<file path="src/rtl/rx_eq_pkg.sv">
`default_nettype none
// +--------------------------------------------------------------------+
// | rx_eq_pkg : shared widths, FSM encoding and lane-mask helper        |
// | Revision  : 1.0                                                    |
// +--------------------------------------------------------------------+
package rx_eq_pkg;

    localparam int LANE_IDX_W = 4;
    localparam int COEFF_W    = 6;
    localparam int PRESET_W   = 4;
    localparam int MAX_LANES  = 16;

    typedef logic [1:0] eqState_t;

    localparam eqState_t c_IDLE  = 2'd0;
    localparam eqState_t c_ISSUE = 2'd1;
    localparam eqState_t c_WAIT  = 2'd2;
    localparam eqState_t c_ACK   = 2'd3;

    // Lanes 0..detected-1 are active; a detected count above the lane count clamps.
    function automatic logic [MAX_LANES-1:0] laneMask(input logic [4:0] detected, input int lanes);
        logic [MAX_LANES-1:0] mask;
        int limit;
        limit = (int'(detected) > lanes) ? lanes : int'(detected);
        mask  = '0;
        for (int i = 0; i < MAX_LANES; i++) begin
            mask[i] = (i < limit);
        end
        return mask;
    endfunction

endpackage
`default_nettype wire

</file>
<file path="src/rtl/eq_rr_picker.sv">
`default_nettype none
// +--------------------------------------------------------------------+
// | eq_rr_picker : combinational round-robin pick after a pointer       |
// | Revision     : 1.0                                                 |
// +--------------------------------------------------------------------+
module eq_rr_picker
    import rx_eq_pkg::*;
#(
    parameter int LANES = 16
) (
    input  logic [LANES-1:0]      req,
    input  logic [LANES-1:0]      eligible,
    input  logic [LANE_IDX_W-1:0] pointer,
    output logic                  valid,
    output logic [LANE_IDX_W-1:0] index
);

    logic [LANES-1:0]      w_cand;
    logic [LANE_IDX_W-1:0] w_sel;

    assign w_cand = req & eligible;

    // Search starts one past the pointer so the last-served lane goes to the back.
    always_comb begin
        valid = 1'b0;
        index = '0;
        w_sel = '0;
        for (int k = 1; k <= LANES; k++) begin
            w_sel = LANE_IDX_W'((int'(pointer) + k) % LANES);
            if (!valid && w_cand[w_sel]) begin
                valid = 1'b1;
                index = w_sel;
            end
        end
    end

endmodule
`default_nettype wire

</file>
<file path="src/rtl/rx_eq_coeff_scheduler.sv">
`default_nettype none
// +--------------------------------------------------------------------+
// | rx_eq_coeff_scheduler : shares one coefficient calculator among    |
// |                         lanes during Recovery.Equalization         |
// | Revision              : 1.0                                        |
// +--------------------------------------------------------------------+
module rx_eq_coeff_scheduler
    import rx_eq_pkg::*;
#(
    parameter int LANES   = 16,
    parameter int TIMEOUT = 64
) (
    input  logic                        clk,
    input  logic                        reset,
    input  logic                        enable,
    input  logic [4:0]                  numberOfDetectedLanes,
    input  logic [LANES-1:0]            req,
    input  logic [PRESET_W*LANES-1:0]   reqPreset,
    output logic                        calcStart,
    output logic [LANE_IDX_W-1:0]       calcLane,
    output logic [PRESET_W-1:0]         calcPreset,
    input  logic                        calcDone,
    input  logic [COEFF_W-1:0]          calcCursor,
    input  logic [COEFF_W-1:0]          calcPre,
    input  logic [COEFF_W-1:0]          calcPost,
    output logic [LANES-1:0]            ack,
    output logic [COEFF_W*LANES-1:0]    CursorCoff,
    output logic [COEFF_W*LANES-1:0]    PreCursorCoff,
    output logic [COEFF_W*LANES-1:0]    PostCursorCoff,
    output logic                        busy,
    output logic                        allDone,
    output logic                        timeoutErr
);

    localparam int c_CNT_W = $clog2(TIMEOUT) + 1;

    eqState_t              r_state;
    logic [LANE_IDX_W-1:0] r_pointer;
    logic [LANE_IDX_W-1:0] r_lane;
    logic [PRESET_W-1:0]   r_preset;
    logic [c_CNT_W-1:0]    r_waitCnt;
    logic                  r_timeoutErr;
    logic [LANES-1:0]      r_ackPrev;
    logic [LANES-1:0]      r_doneVec;

    logic [MAX_LANES-1:0]  w_maskFull;
    logic [LANES-1:0]      w_activeMask;
    logic [LANES-1:0]      w_eligible;
    logic                  w_pickValid;
    logic [LANE_IDX_W-1:0] w_pickIdx;
    logic                  w_write;
    logic [PRESET_W-1:0]   w_presetArr [LANES];

    assign w_maskFull   = laneMask(numberOfDetectedLanes, LANES);
    assign w_activeMask = w_maskFull[LANES-1:0];
    assign w_eligible   = w_activeMask & ~r_ackPrev;

    for (genvar i = 0; i < LANES; i++) begin : g_preset
        assign w_presetArr[i] = reqPreset[i*PRESET_W +: PRESET_W];
    end

    eq_rr_picker #(
        .LANES    (LANES)
    ) u_picker (
        .req      (req),
        .eligible (w_eligible),
        .pointer  (r_pointer),
        .valid    (w_pickValid),
        .index    (w_pickIdx)
    );

    always_ff @(posedge clk) begin
        if (reset) begin
            r_state      <= c_IDLE;
            r_pointer    <= LANE_IDX_W'(LANES - 1);
            r_lane       <= '0;
            r_preset     <= '0;
            r_waitCnt    <= '0;
            r_timeoutErr <= 1'b0;
        end else begin
            case (r_state)
                c_IDLE: begin
                    if (enable && w_pickValid) begin
                        r_lane    <= w_pickIdx;
                        r_preset  <= w_presetArr[w_pickIdx];
                        r_pointer <= w_pickIdx;
                        r_state   <= c_ISSUE;
                    end
                end
                c_ISSUE: begin
                    r_waitCnt <= '0;
                    r_state   <= c_WAIT;
                end
                c_WAIT: begin
                    if (!enable) begin
                        r_state <= c_IDLE;
                    end else if (calcDone) begin
                        r_state <= c_ACK;
                    end else if (r_waitCnt == c_CNT_W'(TIMEOUT - 1)) begin
                        r_timeoutErr <= 1'b1;
                        r_state      <= c_IDLE;
                    end else begin
                        r_waitCnt <= r_waitCnt + 1'b1;
                    end
                end
                c_ACK: begin
                    r_state <= c_IDLE;
                end
                default: begin
                    r_state <= c_IDLE;
                end
            endcase
        end
    end

    // The result is captured straight into the lane slot as WAIT exits, so the
    // coefficient update becomes visible in the same cycle as the ack pulse.
    assign w_write = (r_state == c_WAIT) && enable && calcDone;

    for (genvar i = 0; i < LANES; i++) begin : g_lane
        logic [COEFF_W-1:0] r_cursor;
        logic [COEFF_W-1:0] r_pre;
        logic [COEFF_W-1:0] r_post;

        always_ff @(posedge clk) begin
            if (reset) begin
                r_cursor <= '0;
                r_pre    <= '0;
                r_post   <= '0;
            end else if (w_write && (r_lane == LANE_IDX_W'(i))) begin
                r_cursor <= calcCursor;
                r_pre    <= calcPre;
                r_post   <= calcPost;
            end
        end

        assign CursorCoff[i*COEFF_W +: COEFF_W]     = r_cursor;
        assign PreCursorCoff[i*COEFF_W +: COEFF_W]  = r_pre;
        assign PostCursorCoff[i*COEFF_W +: COEFF_W] = r_post;
    end

    always_comb begin
        ack = '0;
        if (r_state == c_ACK) begin
            ack[r_lane] = 1'b1;
        end
    end

    // r_ackPrev keeps a just-served lane out of the very next pick.
    always_ff @(posedge clk) begin
        if (reset) begin
            r_ackPrev <= '0;
            r_doneVec <= '0;
        end else begin
            r_ackPrev <= ack;
            if (!enable) begin
                r_doneVec <= '0;
            end else begin
                r_doneVec <= r_doneVec | ack;
            end
        end
    end

    assign calcStart  = (r_state == c_ISSUE);
    assign calcLane   = r_lane;
    assign calcPreset = r_preset;
    assign busy       = (r_state != c_IDLE);
    assign timeoutErr = r_timeoutErr;
    assign allDone    = enable && (|w_activeMask) && (&(r_doneVec | ~w_activeMask));

endmodule
`default_nettype wire

</file>
<file path="config.mk">
export PLATFORM = sky130hd
export DESIGN_NAME = rx_eq_coeff_scheduler
export DESIGN_NICKNAME = d
export VERILOG_FILES = /design/src/rtl/rx_eq_pkg.sv /design/src/rtl/eq_rr_picker.sv /design/src/rtl/rx_eq_coeff_scheduler.sv
export SDC_FILE = /design/constraint.sdc
export NUM_CORES = 1
export LEC_CHECK = 0
export ABC_CLOCK_PERIOD_IN_PS = 10700
export BUFFER_PORTS_ARGS = -buffer_cell sky130_fd_sc_hd__buf_2
export CORE_MARGIN = 1
export CORE_UTILIZATION = 30
export CTS_BUF_LIST = sky130_fd_sc_hd__clkbuf_2 sky130_fd_sc_hd__clkbuf_4 sky130_fd_sc_hd__clkbuf_8
export DETAILED_ROUTE_END_ITERATION = 10
export GPL_TIMING_DRIVEN = 0
export MAX_ROUTING_LAYER = met4
export SYNTH_ARGS = -nofsm -noshare
export SYNTH_HDL_FRONTEND = slang
export SYNTH_SLANG_ARGS = --single-unit
</file>
<file path="constraint.sdc">
create_clock -name clk -period 10.7 [get_ports clk]
set_input_delay 2.14 -clock clk [delete_from_list [all_inputs] [get_ports clk]]
set_output_delay 2.14 -clock clk [all_outputs]
set_load 0.01 [all_outputs]
</file>
==> metrics.md <==
| Metric | Value |
|---|---|
| Status | completed |
| Final hold slack | 0.449 ns |
| Root buf cell | clkbuf_8 |
| Syn nets | 2196 |
| Net Sw Power | 2.25 mW |
| Antenna cells | 0 |
| Fin Clk Skew | 0.0477 ns |
| Total Wirelength | 68900 um |
| Pre-antenna DRT Iters | 6 |
| Hold depth | 2 |
| Max Slew Vio Count | 0 |
| DRC violations left | 0 |
| YS warnings | 0 |
| Commonest cells after routing, fill and taps aside | 653 x nand2_1, 412 x buf_2, 342 x dfxtp_1, 333 x a21oi_1, 134 x clkbuf_1 |
| Crit Path Class | input port to register |
| Die W | 232 um |
| Leakage | 8.06 nW |
| Overflow after GRT | 0 |
| Netlist cell types | 82 |
| Share of post-route cells with drive strength above 1 | 0.215 |
| Max cap viols | 0 |
| FF+latch count, synth | 342 |
| Worst-case reg-to-reg path depth | 21 |
| Routed Antenna Nets | 0 |
| Core ar. | 51700 um^2 |
| Top-Level Pins | 423 |
| Dpl hpwl | 52800 um |
| Area Overhead vs Synth | 26.7% |
| Critical Path AT | 7.86 ns |
| Min-Delay Path Class | register to register |
| Vias | 17300 |
| CP Launch Type | input port |
| Ys async rst share | 0 |
| Least-Margin Pin Slew | 1.35 ns |
| Most common cell after layout, fill and taps aside | nand2_1 |
| Most used DFF post-synth | dfxtp_1 |
| Reg power frac | 0.246 |
| Wire length per cell | 21.1 um |
| Sequential element share of the synthesized area | 0.433 |
| Mean Syn Cell Area | 7.60 um^2 |
| Switch share | 0.421 |
| Placer Congestion | 0.958 |
| Worst skew pair latency | 0.69 ns |
| Mapped Cells | 2081 |
| Part of the power in the clock network | 0.257 |
| Vias in the first global route | 16400 |
| Logic pwr share | 0.497 |
| Fin crit period | 7.29 ns |
| Crit-path max FO | 10 |
| Initial antenna violation count | 0 |
| FMAX | 137 MHz |
| # nets final | 2659 |
| Peak VDD IR | 0.141 mV |
| Internal | 3.09 mW |
| Largest net degree at the start of global routing | 19 |
| # setup viols final | 0 |
| Postcts setup bufs | 0 |
| DIE AREA | 53600 um^2 |
| RSZ-0062 raised after global routing | no |
| Clock slew at reported path FFs | 0.06 ns |
| Final Hold Vio Count | 0 |
| CP required | 11.27 ns |
| Clock buffer count from CTS | 59 |
| PostCTS Resize Cnt | 0 |
| H-tree Lvls | 2 |
| Initial Util | 0.306 |
| Post-synth EDFFs | 0 |
| Clock buffer depth | 3 |
| Setup crit end kind | register |
| Global-route wire length before repair | 101000 um |
| Relative slew margins | 0.0860 |
| Pwr Density | 266 nW/um^2 |
| Tot GR Track Use | 0.254 |
| Setup_tns | 0 ns |
| Port Buffers | 401 |
| CTS tree | yes |
| Die H | 232 um |
| # rows | 83 |
| Hold Buf Count CTS | 0 |
| Synthesized area | 15800 um^2 |
| First DRT Iteration DRCs | 1404 |
| # clock sinks | 342 |
| Final period util | 0.681 |
| Vias per cell | 5.28 |
[cell families after synthesis]
family | count (synthesis) | synth area share
XOR/XNOR | 20 | 0.0111
AO/OA/AOI/OAI | 528 | 0.199
buffers and inverters | 180 | 0.0481
adder cells (fa/ha/maj) | 8 | 0.00633
AND/OR/NAND/NOR | 932 | 0.253
multiplexers | 71 | 0.0498
flip-flops | 342 | 0.433
[flip-flops by register name, summed over array words and instances (netlist names)]
| register | count |
|---|---|
| g_lane.r_cursor | 96 |
| g_lane.r_post | 96 |
| g_lane.r_pre | 96 |
| r_ackPrev | 16 |
| r_doneVec | 16 |
| r_waitCnt | 7 |
| calcLane | 4 |
| calcPreset | 4 |
| r_pointer | 4 |
| r_state | 2 |
| timeoutErr | 1 |
[per-stage QoR]
stage	cells	area [um^2]	setup slack [ns]	total power [mW]	util
CTS	3267	20000	3.68	5.31	0.388
floorplan	2081	15800	4.34	3.26	-
global route	3267	20000	3.23	5.59	0.388
finish	3267	20000	3.41	5.33	0.388
detailed placement	3163	18700	3.01	3.94	0.361
global placement	3162	18700	2.88	3.94	0.361
[cells in the mapped netlist (5+ instances only)]
master / count / area share
buf_1: 13 / 0.0031
nand4_1: 8 / 0.0032
o21ai_0: 29 / 0.0092
ha_1: 8 / 0.0063
nor2b_1: 10 / 0.0040
a2111oi_0: 5 / 0.0028
a21o_1: 6 / 0.0028
nor4b_1: 5 / 0.0028
buf_2: 11 / 0.0035
o21a_1: 20 / 0.0095
dfxtp_1: 342 / 0.43
xor2_1: 11 / 0.0061
a211oi_1: 16 / 0.0076
inv_1: 11 / 0.0026
a31oi_1: 12 / 0.0047
nand2_1: 653 / 0.15
a221oi_1: 5 / 0.0028
a21oi_1: 333 / 0.11
and3_1: 6 / 0.0024
o22ai_1: 17 / 0.0067
or3_1: 8 / 0.0032
or4_1: 6 / 0.0028
o211ai_1: 9 / 0.0043
or2_2: 9 / 0.0036
mux2i_1: 63 / 0.040
xnor2_1: 9 / 0.0050
nor3_1: 41 / 0.013
o21bai_1: 7 / 0.0033
mux4_2: 6 / 0.0085
clkbuf_1: 134 / 0.032
nor3b_1: 10 / 0.0047
nand2b_1: 19 / 0.0075
nand3_1: 26 / 0.0082
buf_6: 9 / 0.0064
a211o_1: 6 / 0.0033
nor4_1: 9 / 0.0036
and2_1: 11 / 0.0044
nor2_1: 89 / 0.021
[routing by layer]
metal	track usage	routed length (um)	up-vias
li1	-	-	8064
met1	0.300	27700	8283
met2	0.405	32200	752
met3	0.0758	6490	158
met4	0.0927	2490	0
met5	-	0	-
[layout make-up]
type	instances	area (um^2)
Fill cell	5496	31700
Multi-Input combinational cell	1559	8210
Sequential cell	342	6850
Timing Repair Buffer	402	2020
Clock buffer	92	1170
Tap cell	680	851
Buffer	168	716
Clock inverter	12	193
Inverter	12	45.0
[power by group through the flow]
stage | clock network (mW) | registers, mW | logic [mW]
detailed placement | 0 | 1.34 | 2.60
global route | 1.44 | 1.31 | 2.84
CTS | 1.39 | 1.31 | 2.61
global placement | 0 | 1.34 | 2.60
floorplan | 0 | 1.34 | 1.92
finish | 1.37 | 1.31 | 2.65
[critical path: stages]
cell	delay [ns]
buf_2	0.10
buf_2	0.18
nor4_1	0.88
nor4b_1	0.34
or2_2	0.44
a222oi_1	0.81
nand4b_2	0.35
nor3_4	0.30
nand4_4	0.19
or4b_1	0.55
buf_2	0.17
and2_4	0.16
a22o_1	0.23
buf_6	0.14
buf_6	0.16
mux2i_1	0.13
mux2i_1	0.27
o22ai_1	0.12
a211oi_1	0.17
[path summary, 6_finish.rpt]
kind,start,end,slack (ns)
min reg2reg,g_lane[0].r_pre[4],g_lane[0].r_pre[4],0.45
max,numberOfDetectedLanes[0],calcPreset[0],3.41
max reg2reg,r_pointer[2],calcPreset[0],4.03
min,g_lane[0].r_pre[4],g_lane[0].r_pre[4],0.45
Note: power is estimated with default switching activity, not from simulation.
